**src/rtl/reg_pkg.sv**
```systemverilog
// Shared constants and types for the 8 x 16-bit general register file,
// used by the write side, the read ports and the address decoder.
package reg_pkg;

  localparam int DATA_W = 16;
  localparam int REG_N  = 8;
  localparam int ADDR_W = 3;

  typedef logic [ADDR_W-1:0] reg_addr_t;
  typedef logic [DATA_W-1:0] reg_data_t;

endpackage

```
**src/rtl/reg_scoreboard.sv**
```systemverilog
// Per-register busy scoreboard: set marks a pending load, clear retires it.
// A set and clear of the same register on one edge leaves it busy.
module reg_scoreboard
  import reg_pkg::*;
(
  input  logic             clk,
  input  logic             rst,
  input  logic             set_en,
  input  reg_addr_t        set_addr,
  input  logic             clr_en,
  input  reg_addr_t        clr_addr,
  output logic [REG_N-1:0] busy
);

  logic [REG_N-1:0] busy_q;
  logic [REG_N-1:0] busy_d;

  // Clear is applied before set so a same-address race resolves to busy.
  always_comb begin
    busy_d = busy_q;
    if (clr_en) busy_d[clr_addr] = 1'b0;
    if (set_en) busy_d[set_addr] = 1'b1;
  end

  always_ff @(posedge clk or posedge rst) begin
    if (rst) busy_q <= '0;
    else     busy_q <= busy_d;
  end

  assign busy = busy_q;

endmodule

```
**src/rtl/write_register.sv**
```systemverilog
// Write side of the register file: storage, ALU/load write arbitration and a
// one-entry load hold buffer. Optional macro WRITE_REGISTER_R0_ZERO_EN hardwires r0 to zero.
module write_register
  import reg_pkg::*;
(
  input  logic             clk,
  input  logic             rst,
  input  logic             wb_en,
  input  reg_addr_t        wb_addr,
  input  reg_data_t        wb_data,
  input  logic             ld_valid,
  input  reg_addr_t        ld_addr,
  input  reg_data_t        ld_data,
  output logic             ld_ready,
  input  logic             claim_en,
  input  reg_addr_t        claim_addr,
  output logic [REG_N-1:0] busy,
  output reg_data_t        register0,
  output reg_data_t        register1,
  output reg_data_t        register2,
  output reg_data_t        register3,
  output reg_data_t        register4,
  output reg_data_t        register5,
  output reg_data_t        register6,
  output reg_data_t        register7
);

  reg_data_t regs_q [REG_N];
  logic      holdValid_q, holdValid_d;
  reg_addr_t holdAddr_q, holdAddr_d;
  reg_data_t holdData_q, holdData_d;

  logic      ldAccept;
  logic      wrEn, wrEnEff;
  reg_addr_t wrAddr;
  reg_data_t wrData;
  logic      clrEn;
  reg_addr_t clrAddr;
  logic      claimEff;

  assign ld_ready = !holdValid_q;
  assign ldAccept = ld_valid && ld_ready;

  // One storage write per edge: ALU first, then hold drain, then direct load.
  // An ALU write to the held address makes the held load stale.
  always_comb begin
    wrEn        = 1'b0;
    wrAddr      = '0;
    wrData      = '0;
    clrEn       = 1'b0;
    clrAddr     = '0;
    holdValid_d = holdValid_q;
    holdAddr_d  = holdAddr_q;
    holdData_d  = holdData_q;
    if (wb_en) begin
      wrEn   = 1'b1;
      wrAddr = wb_addr;
      wrData = wb_data;
      if (holdValid_q && (wb_addr == holdAddr_q)) begin
        holdValid_d = 1'b0;
        clrEn       = 1'b1;
        clrAddr     = holdAddr_q;
      end else if (ldAccept) begin
        holdValid_d = 1'b1;
        holdAddr_d  = ld_addr;
        holdData_d  = ld_data;
      end
    end else if (holdValid_q) begin
      wrEn        = 1'b1;
      wrAddr      = holdAddr_q;
      wrData      = holdData_q;
      holdValid_d = 1'b0;
      clrEn       = 1'b1;
      clrAddr     = holdAddr_q;
    end else if (ldAccept) begin
      wrEn    = 1'b1;
      wrAddr  = ld_addr;
      wrData  = ld_data;
      clrEn   = 1'b1;
      clrAddr = ld_addr;
    end
  end

`ifdef WRITE_REGISTER_R0_ZERO_EN
  assign wrEnEff  = wrEn && (wrAddr != '0);
  assign claimEff = claim_en && (claim_addr != '0);
`else
  assign wrEnEff  = wrEn;
  assign claimEff = claim_en;
`endif

  always_ff @(posedge clk or posedge rst) begin
    if (rst) begin
      for (int i = 0; i < REG_N; i++) regs_q[i] <= '0;
    end else if (wrEnEff) begin
      regs_q[wrAddr] <= wrData;
    end
  end

  always_ff @(posedge clk or posedge rst) begin
    if (rst) begin
      holdValid_q <= 1'b0;
      holdAddr_q  <= '0;
      holdData_q  <= '0;
    end else begin
      holdValid_q <= holdValid_d;
      holdAddr_q  <= holdAddr_d;
      holdData_q  <= holdData_d;
    end
  end

  reg_scoreboard u_scoreboard (
    .clk      (clk),
    .rst      (rst),
    .set_en   (claimEff),
    .set_addr (claim_addr),
    .clr_en   (clrEn),
    .clr_addr (clrAddr),
    .busy     (busy)
  );

`ifdef WRITE_REGISTER_R0_ZERO_EN
  assign register0 = '0;
`else
  assign register0 = regs_q[0];
`endif
  assign register1 = regs_q[1];
  assign register2 = regs_q[2];
  assign register3 = regs_q[3];
  assign register4 = regs_q[4];
  assign register5 = regs_q[5];
  assign register6 = regs_q[6];
  assign register7 = regs_q[7];

endmodule

```
**config.mk**
```make
export PLATFORM = sky130hd
export DESIGN_NAME = write_register
export DESIGN_NICKNAME = d
export VERILOG_FILES = /design/src/rtl/reg_pkg.sv /design/src/rtl/reg_scoreboard.sv /design/src/rtl/write_register.sv
export SDC_FILE = /design/constraint.sdc
export NUM_CORES = 1
export LEC_CHECK = 0
export BUFFER_PORTS_ARGS = -buffer_cell sky130_fd_sc_hd__buf_2
export CORE_MARGIN = 3
export CORE_UTILIZATION = 56
export DETAILED_ROUTE_END_ITERATION = 7
export GPL_TIMING_DRIVEN = 0
export HOLD_SLACK_MARGIN = 0.03
export PLACE_DENSITY = 0.85
export REMOVE_ABC_BUFFERS = 1
export SKIP_LAST_GASP = 1
export SYNTH_ARGS = -nofsm -noshare
export SYNTH_HDL_FRONTEND = slang
export SYNTH_SLANG_ARGS = --single-unit
```
**constraint.sdc**
```tcl
create_clock -name clk -period 7.61 [get_ports clk]
set_input_delay 1.1415 -clock clk [delete_from_list [all_inputs] [get_ports clk]]
set_output_delay 1.1415 -clock clk [all_outputs]
set_load 0.01 [all_outputs]
```
==> results.sh, run 1 <==
export IMPL_status="finished clean"
export IMPL_synth_edff_count=0
export IMPL_async_flop_share_pct=100.0
export IMPL_die_w_um=113.9
export IMPL_worstPathArrival_ns=4.03
export IMPL_clk_pin_slew_worst_paths_ns=0.06
export IMPL_area_growth_pct=24.06
export IMPL_fin_cells=780
export IMPL_dieArea_um2=12980
export IMPL_crit_path_cell_trace="buf_2 > and4bb_2 > a211oi_1 > nor2b_1 > nand2b_1 > mux2_2"
export IMPL_yosysUniqueCellTypes=44
export IMPL_dp_cells=751
export IMPL_drtIter0Drc=184
export IMPL_ys_seq_elements=156
export IMPL_worst_setup_path_end_kind="register"
export IMPL_crit_fanout=51
export IMPL_die_h_um=113.9
export IMPL_synth_largest_area_cell="dfrtp_1"
export IMPL_min_path_type="register to register"
export IMPL_peakVddDrop_uv=227.9
export IMPL_place_congestion=0.7875
export IMPL_setup_viol=0
export IMPL_r2r_end="register3[1]"
export IMPL_fmax_mhz=268.2
export IMPL_wl_per_cell_um=21.00
export IMPL_routed_wl_met3_mm=1.388
export IMPL_yosysTopAreaCellShare_pct=59.85
export IMPL_cts_buffer_depth=2
export IMPL_drive_gt1_share_pct=58.13
export IMPL_max_stage_delay_ns=0.80
export IMPL_wl_met2_mm=8.380
export IMPL_ys_seq_area_share_pct=59.85
export IMPL_grt_pass1_wl_mm=25.72
export IMPL_io_pins=183
export IMPL_netlist_instances=447
export IMPL_syn_avg_cell_area_um2=14.59
export IMPL_coreArea_um2=11130
export IMPL_max_slew_margin_rel_pct=26.77
export IMPL_vias_per_cell=5.721
export IMPL_slew_viol_final=0
export IMPL_routed_top_layer="met4"
export IMPL_r2r_cells=5
export IMPL_power_density_nw_per_um2=363.5
export IMPL_dp_hpwl_mm=10.75
export IMPL_worstSetupEndpoint="register3[1]"
export IMPL_synth_warnings=0
export IMPL_rsz0062_at_grt="false"
export IMPL_worst_path_max_delay_cell="nand2b_1"
export IMPL_start_util_pct=58.63
export IMPL_drtAntennaViolNets=0
export IMPL_grt_pass1_vias=4831
export IMPL_p_leak_nw=3.939
export IMPL_holdWs_ns=0.4757
export IMPL_critPathKind="input pin to register"
export IMPL_antenna_cells=0
export IMPL_htreeDepth=4
export IMPL_clock_root_buffer="clkbuf_16"
export IMPL_critPathRequiredTime_ns=7.91
export IMPL_cts_resized=0
export IMPL_setup_tns_ns=0
export IMPL_met1Wirelength_mm=6.350
export IMPL_grt_util_all_layers_pct=26.20
export IMPL_tightest_slew_ns=1.098
export IMPL_first_pass_iters=4
export IMPL_hold_viol=0
export IMPL_period_needed_ns=3.728
export IMPL_vias=4462
export IMPL_r2r_start="holdValid_q"
export IMPL_netlist_area_um2=6523
export IMPL_synth_area_leaders="dfrtp_1, mux2_2, mux2_4"
export IMPL_rows=38
export IMPL_drc=0
export IMPL_cts_setup_buffers=0
export IMPL_io_buffers=182
export IMPL_fin_nets=677
export IMPL_cts_tree="done"
export IMPL_fin_skew_ns=0.01366
export IMPL_finalCritPeriodShare_pct=48.99
export IMPL_grt_overflow=0
export IMPL_cts_buffers=17
export IMPL_antenna_found_initial=0
export IMPL_grt_max_degree=99
export IMPL_wl_mm=16.38
export IMPL_worstSetupStartpoint="wb_en"
export IMPL_worst_setup_path_start_kind="input pin"
export IMPL_synthFlopType="dfrtp_1"
export IMPL_maxCapViolCount=0
export IMPL_insertion_delay_ns=0.43
export IMPL_numClockSinks=156
export IMPL_r2r_slack_ns=4.22
export IMPL_hold_buffers=0
==> placed cells by master, fill, tap and decap left out, types with 3 or more instances in the layout <==
cell type	instances
buf_2	182
clkinvlp_4	3
nor2b_1	3
o21ai_0	5
a22oi_1	16
nand3_1	3
o21ai_1	16
nor3_1	4
mux2_4	10
nand2b_1	6
o31ai_1	4
o211ai_1	4
clkbuf_16	17
dfrtp_1	156
a21o_1	3
nand2_1	24
clkinv_2	4
mux2_2	137
==> metal layers <==
layer / GRT usage, % / up-vias
li1: - / 2002
met1: 31.74 / 2261
met2: 43.44 / 177
met3: 8.966 / 22
met4: 9.976 / 0
met5: 0 / -
==> Yosys cell counts, types with 2 or more instances <==
library cell,n
buf_1,2
nand2_1,24
mux2_2,137
dfrtp_1,156
o32ai_1,2
nand2b_1,6
a22oi_1,16
o21ai_1,16
a21oi_4,2
buf_4,3
mux2_4,10
o32a_1,2
o21ai_0,5
o31ai_1,4
nor2_1,2
buf_2,6
clkbuf_1,7
nor2_4,2
o211ai_1,4
nand3_1,3
a21boi_0,2
nor2b_1,4
xor2_1,2
nand3b_1,2
nor3_1,4
inv_1,3
a21o_1,3
a21oi_1,2
==> worst min path at each step <==
stage,startpoint,to,slack (ns),cells past startpoint
CTS,u_scoreboard.busy[4],u_scoreboard.busy[4],0.48,1
global placement,u_scoreboard.busy[4],u_scoreboard.busy[4],0.46,1
floorplan,holdData_q[0],holdData_q[0],0.48,1
detailed placement,u_scoreboard.busy[4],u_scoreboard.busy[4],0.47,1
global route,u_scoreboard.busy[4],u_scoreboard.busy[4],0.48,1
finish,u_scoreboard.busy[2],u_scoreboard.busy[2],0.48,1
==> worst max-delay path: cells and delay by family <==
kind / cells / cell delay, ns
buf+inv: 1 / 0.67
simple gates: 3 / 1.28
mux: 1 / 0.42
compound gates: 1 / 0.50
==> through the flow <==
step / worst slack, ns / area (um2) / power (mW) / util [%]
2_1_floorplan: 2.262 / 6405 / 1.768 / -
3_3_place_gp: 0.8725 / 7491 / 2.136 / 67.33
3_5_place_dp: 3.359 / 7545 / 2.187 / 67.81
4_1_cts: 3.681 / 8074 / 2.962 / 72.57
5_1_grt: 3.654 / 8092 / 3.093 / 72.73
6_report: 3.882 / 8092 / 2.941 / 72.73
==> power breakdown <==
part	leakage, nW	switching, mW	internal [mW]
clock	0.255	0.314	0.456
combinational	1.76	0.432	0.450
sequential	1.92	0.164	1.12
total	3.94	0.911	2.03
==> state kept, by name, summed over array words and instances, names as in the netlist, 8 cells and up <==
name               count
register4             16
register1             16
register5             16
u_scoreboard.busy      8
holdData_q            16
register2             16
register0             16
register3             16
register6             16
register7             16
==> logic make-up after synthesis <==
family                    share of synthesized area (%)
xor gates and xnor gates                         0.4029
and+or+nand+nor                                   5.103
DFF                                               59.85
muxes                                             25.95
AOI/OAI and AO/OA                                 6.714
buffers and inverters                             1.976
==> layout make-up <==
class | instances | area [um2]
inverters | 3 | 16.27
fillers | 775 | 3034
multi-input cells | 268 | 2499
flip-flops and latches | 156 | 3904
repair buffers | 185 | 968.4
clock buffers | 20 | 456.7
clock inverters | 8 | 72.57
well taps | 140 | 175.2
No activity file was read; power rests on OpenSTA's default activity.
==> inputs of run 2 (changes only) <==
- CORE_UTILIZATION: 56 -> 47
- PLACE_DENSITY: 0.85 -> 0.76
- clock period: 7.61 -> 3.2 ns (I/O delays scaled with it)
==> run 2 against run 1 <==
Cell count rose by 5.3%. Count of clock-buffer cells in the layout fell by 1. Sequential share of layout area fell by 0.86 points. Sequential power rose by 140%. Register-to-register slack got worse by 4.0 ns. Largest power group unchanged.
==> results.sh, run 2 (same netlist as run 1, synthesis figures left out) <==
export IMPL_drtIter0Drc=205
export IMPL_crit_path_cell_trace="buf_2 > and4bb_2 > a211oi_1 > nor2_1 > nand2_1 > mux2_2"
export IMPL_dp_hpwl_mm=10.76
export IMPL_htreeDepth=4
export IMPL_fin_nets=678
export IMPL_grt_overflow=0
export IMPL_grt_pass1_wl_mm=24.97
export IMPL_area_growth_pct=26.34
export IMPL_io_pins=183
export IMPL_crit_buf_inv=1
export IMPL_max_slew_margin_rel_pct=30.91
export IMPL_holdWs_ns=0.1693
export IMPL_critPathRequiredTime_ns=3.50
export IMPL_die_w_um=123.8
export IMPL_setup_viol=0
export IMPL_crit_fanout=51
export IMPL_insertion_delay_ns=0.42
export IMPL_seqCellArea_um2=3905
export IMPL_coreArea_um2=13400
export IMPL_wl_per_cell_um=19.98
export IMPL_period_needed_ns=3.017
export IMPL_fmax_mhz=331.5
export IMPL_dp_slack_ns=-0.3357
export IMPL_min_path_type="input pin to asynchronous set/reset pin"
export IMPL_critPathKind="input pin to register"
export IMPL_slew_viol_final=0
export IMPL_fin_skew_ns=0.01440
export IMPL_worst_setup_path_end_kind="register"
export IMPL_worst_setup_path_start_kind="input pin"
export IMPL_cts_tree="done"
export IMPL_tightest_slew_ns=1.034
export IMPL_r2r_start="holdValid_q"
export IMPL_vias_per_cell=5.410
export IMPL_grt_max_degree=82
export IMPL_grt_pass1_vias=4542
export IMPL_numClockSinks=156
export IMPL_io_buffers=182
export IMPL_multi_input_area_um2=2504
export IMPL_peakVddDrop_uv=629.0
export IMPL_grt_util_all_layers_pct=21.96
export IMPL_drive_gt1_share_pct=59.07
export IMPL_worst_path_max_delay_cell="nand2_1"
export IMPL_drtAntennaViolNets=0
export IMPL_first_pass_iters=6
export IMPL_status="finished clean"
export IMPL_start_util_pct=48.67
export IMPL_dieArea_um2=15330
export IMPL_cts_buffers=17
export IMPL_antenna_found_initial=0
export IMPL_hold_buffers=0
export IMPL_cts_buffer_depth=2
export IMPL_power_density_nw_per_um2=875.6
export IMPL_final_cell_mix="buf_2, dfrtp_1, mux2_2"
export IMPL_mostFrequentLayoutCell="buf_2"
export IMPL_nFillCells=1025
export IMPL_setup_slack_ns=0.1834
export IMPL_place_congestion=0.8719
export IMPL_antenna_cells=0
export IMPL_clk_pin_slew_worst_paths_ns=0.06
export IMPL_r2r_slack_ns=0.23
export IMPL_maxCapViolCount=0
export IMPL_finalCritPeriodShare_pct=94.27
export IMPL_r2r_end="register5[14]"
export IMPL_hold_viol=0
export IMPL_drc=0
export IMPL_worstPathArrival_ns=3.31
export IMPL_setup_tns_ns=0
export IMPL_max_stage_delay_ns=0.78
export IMPL_r2r_cells=5
export IMPL_rows=42
export IMPL_p_leak_nw=3.994
export IMPL_die_h_um=123.8
export IMPL_cp_top_family="simple AND/OR/NAND/NOR gates"
export IMPL_vias=4442
export IMPL_clock_root_buffer="clkbuf_16"
export IMPL_rsz0062_at_grt="false"
export IMPL_wl_mm=16.40
run 2: cell count changes in the layout (fill, tap and decap cells not counted):
cell,previous run,this run
inv_6,1,4
clkbuf_1,1,0
buf_4,0,1
nand2_2,0,1
bufinv_16,1,3
nand2b_1,6,5
nand2b_2,0,1
dfrtp_1,156,155
dfrtp_2,0,1
nand2_1,24,23
clkinv_4,0,2
buf_8,2,1
buf_12,0,1
clkinvlp_4,3,1
run 2: per-layer routing:
metal	share of wire [%]	track usage (%)	wire length [um]
met2	51	36.74	8304
met4	1.4	7.059	232
met3	7.0	6.630	1155
met1	41	27.36	6712
met5	0	0	0
run 2: area by class of cell:
class / count / share of cell area, %
Inverter: 3 / 0.1974
Multi-Input combinational cell: 268 / 30.38
Clock buffer: 19 / 5.497
Tap cell: 176 / 2.672
Timing Repair Buffer: 186 / 11.90
Sequential cell: 156 / 47.39
Clock inverter: 13 / 1.959
run 2: worst reg2reg max path, stage by stage, from the launching register on:
cell and delay (ns):
dfrtp_2 0.76, and4bb_2 0.31, a211oi_1 0.48, nor2_1 0.11, nand2_1 0.78, mux2_2 0.43
run 2: how the worst max path moves through the flow:
stage / startpoint / end / slack [ns] / depth (start not counted)
floorplan: rst / holdAddr_q[0] / -1.49 / 1
global placement: rst / register1[1] / -2.84 / 2
detailed placement: wb_en / register7[7] / -0.34 / 6
CTS: wb_en / register5[15] / 0.18 / 6
global route: wb_en / register5[14] / 0.01 / 6
finish: wb_en / register5[14] / 0.18 / 6
run 2: report_power, final:
group | internal, mW | switching (mW)
Clock | 1.27 | 0.795
Sequential | 2.67 | 0.384
Combinational | 1.07 | 1.02
Total | 5.02 | 2.20
run 2: repair_timing:
action,CTS,global route
buffers inserted,2,0
resized for setup,3,0
endpoints found under the setup margin,83,0
run 2: metrics by stage:
| stage | power (mW) | area [um2] | instances | utilization, % |
|---|---|---|---|---|
| floorplan | 4.205 | 6405 | 427 | - |
| global placement | 5.083 | 7536 | 785 | 56.24 |
| detailed placement | 5.193 | 7592 | 787 | 56.66 |
| CTS | 7.294 | 8240 | 821 | 61.49 |
| global route | 7.623 | 8240 | 821 | 61.49 |
| finish | 7.216 | 8240 | 821 | 61.49 |
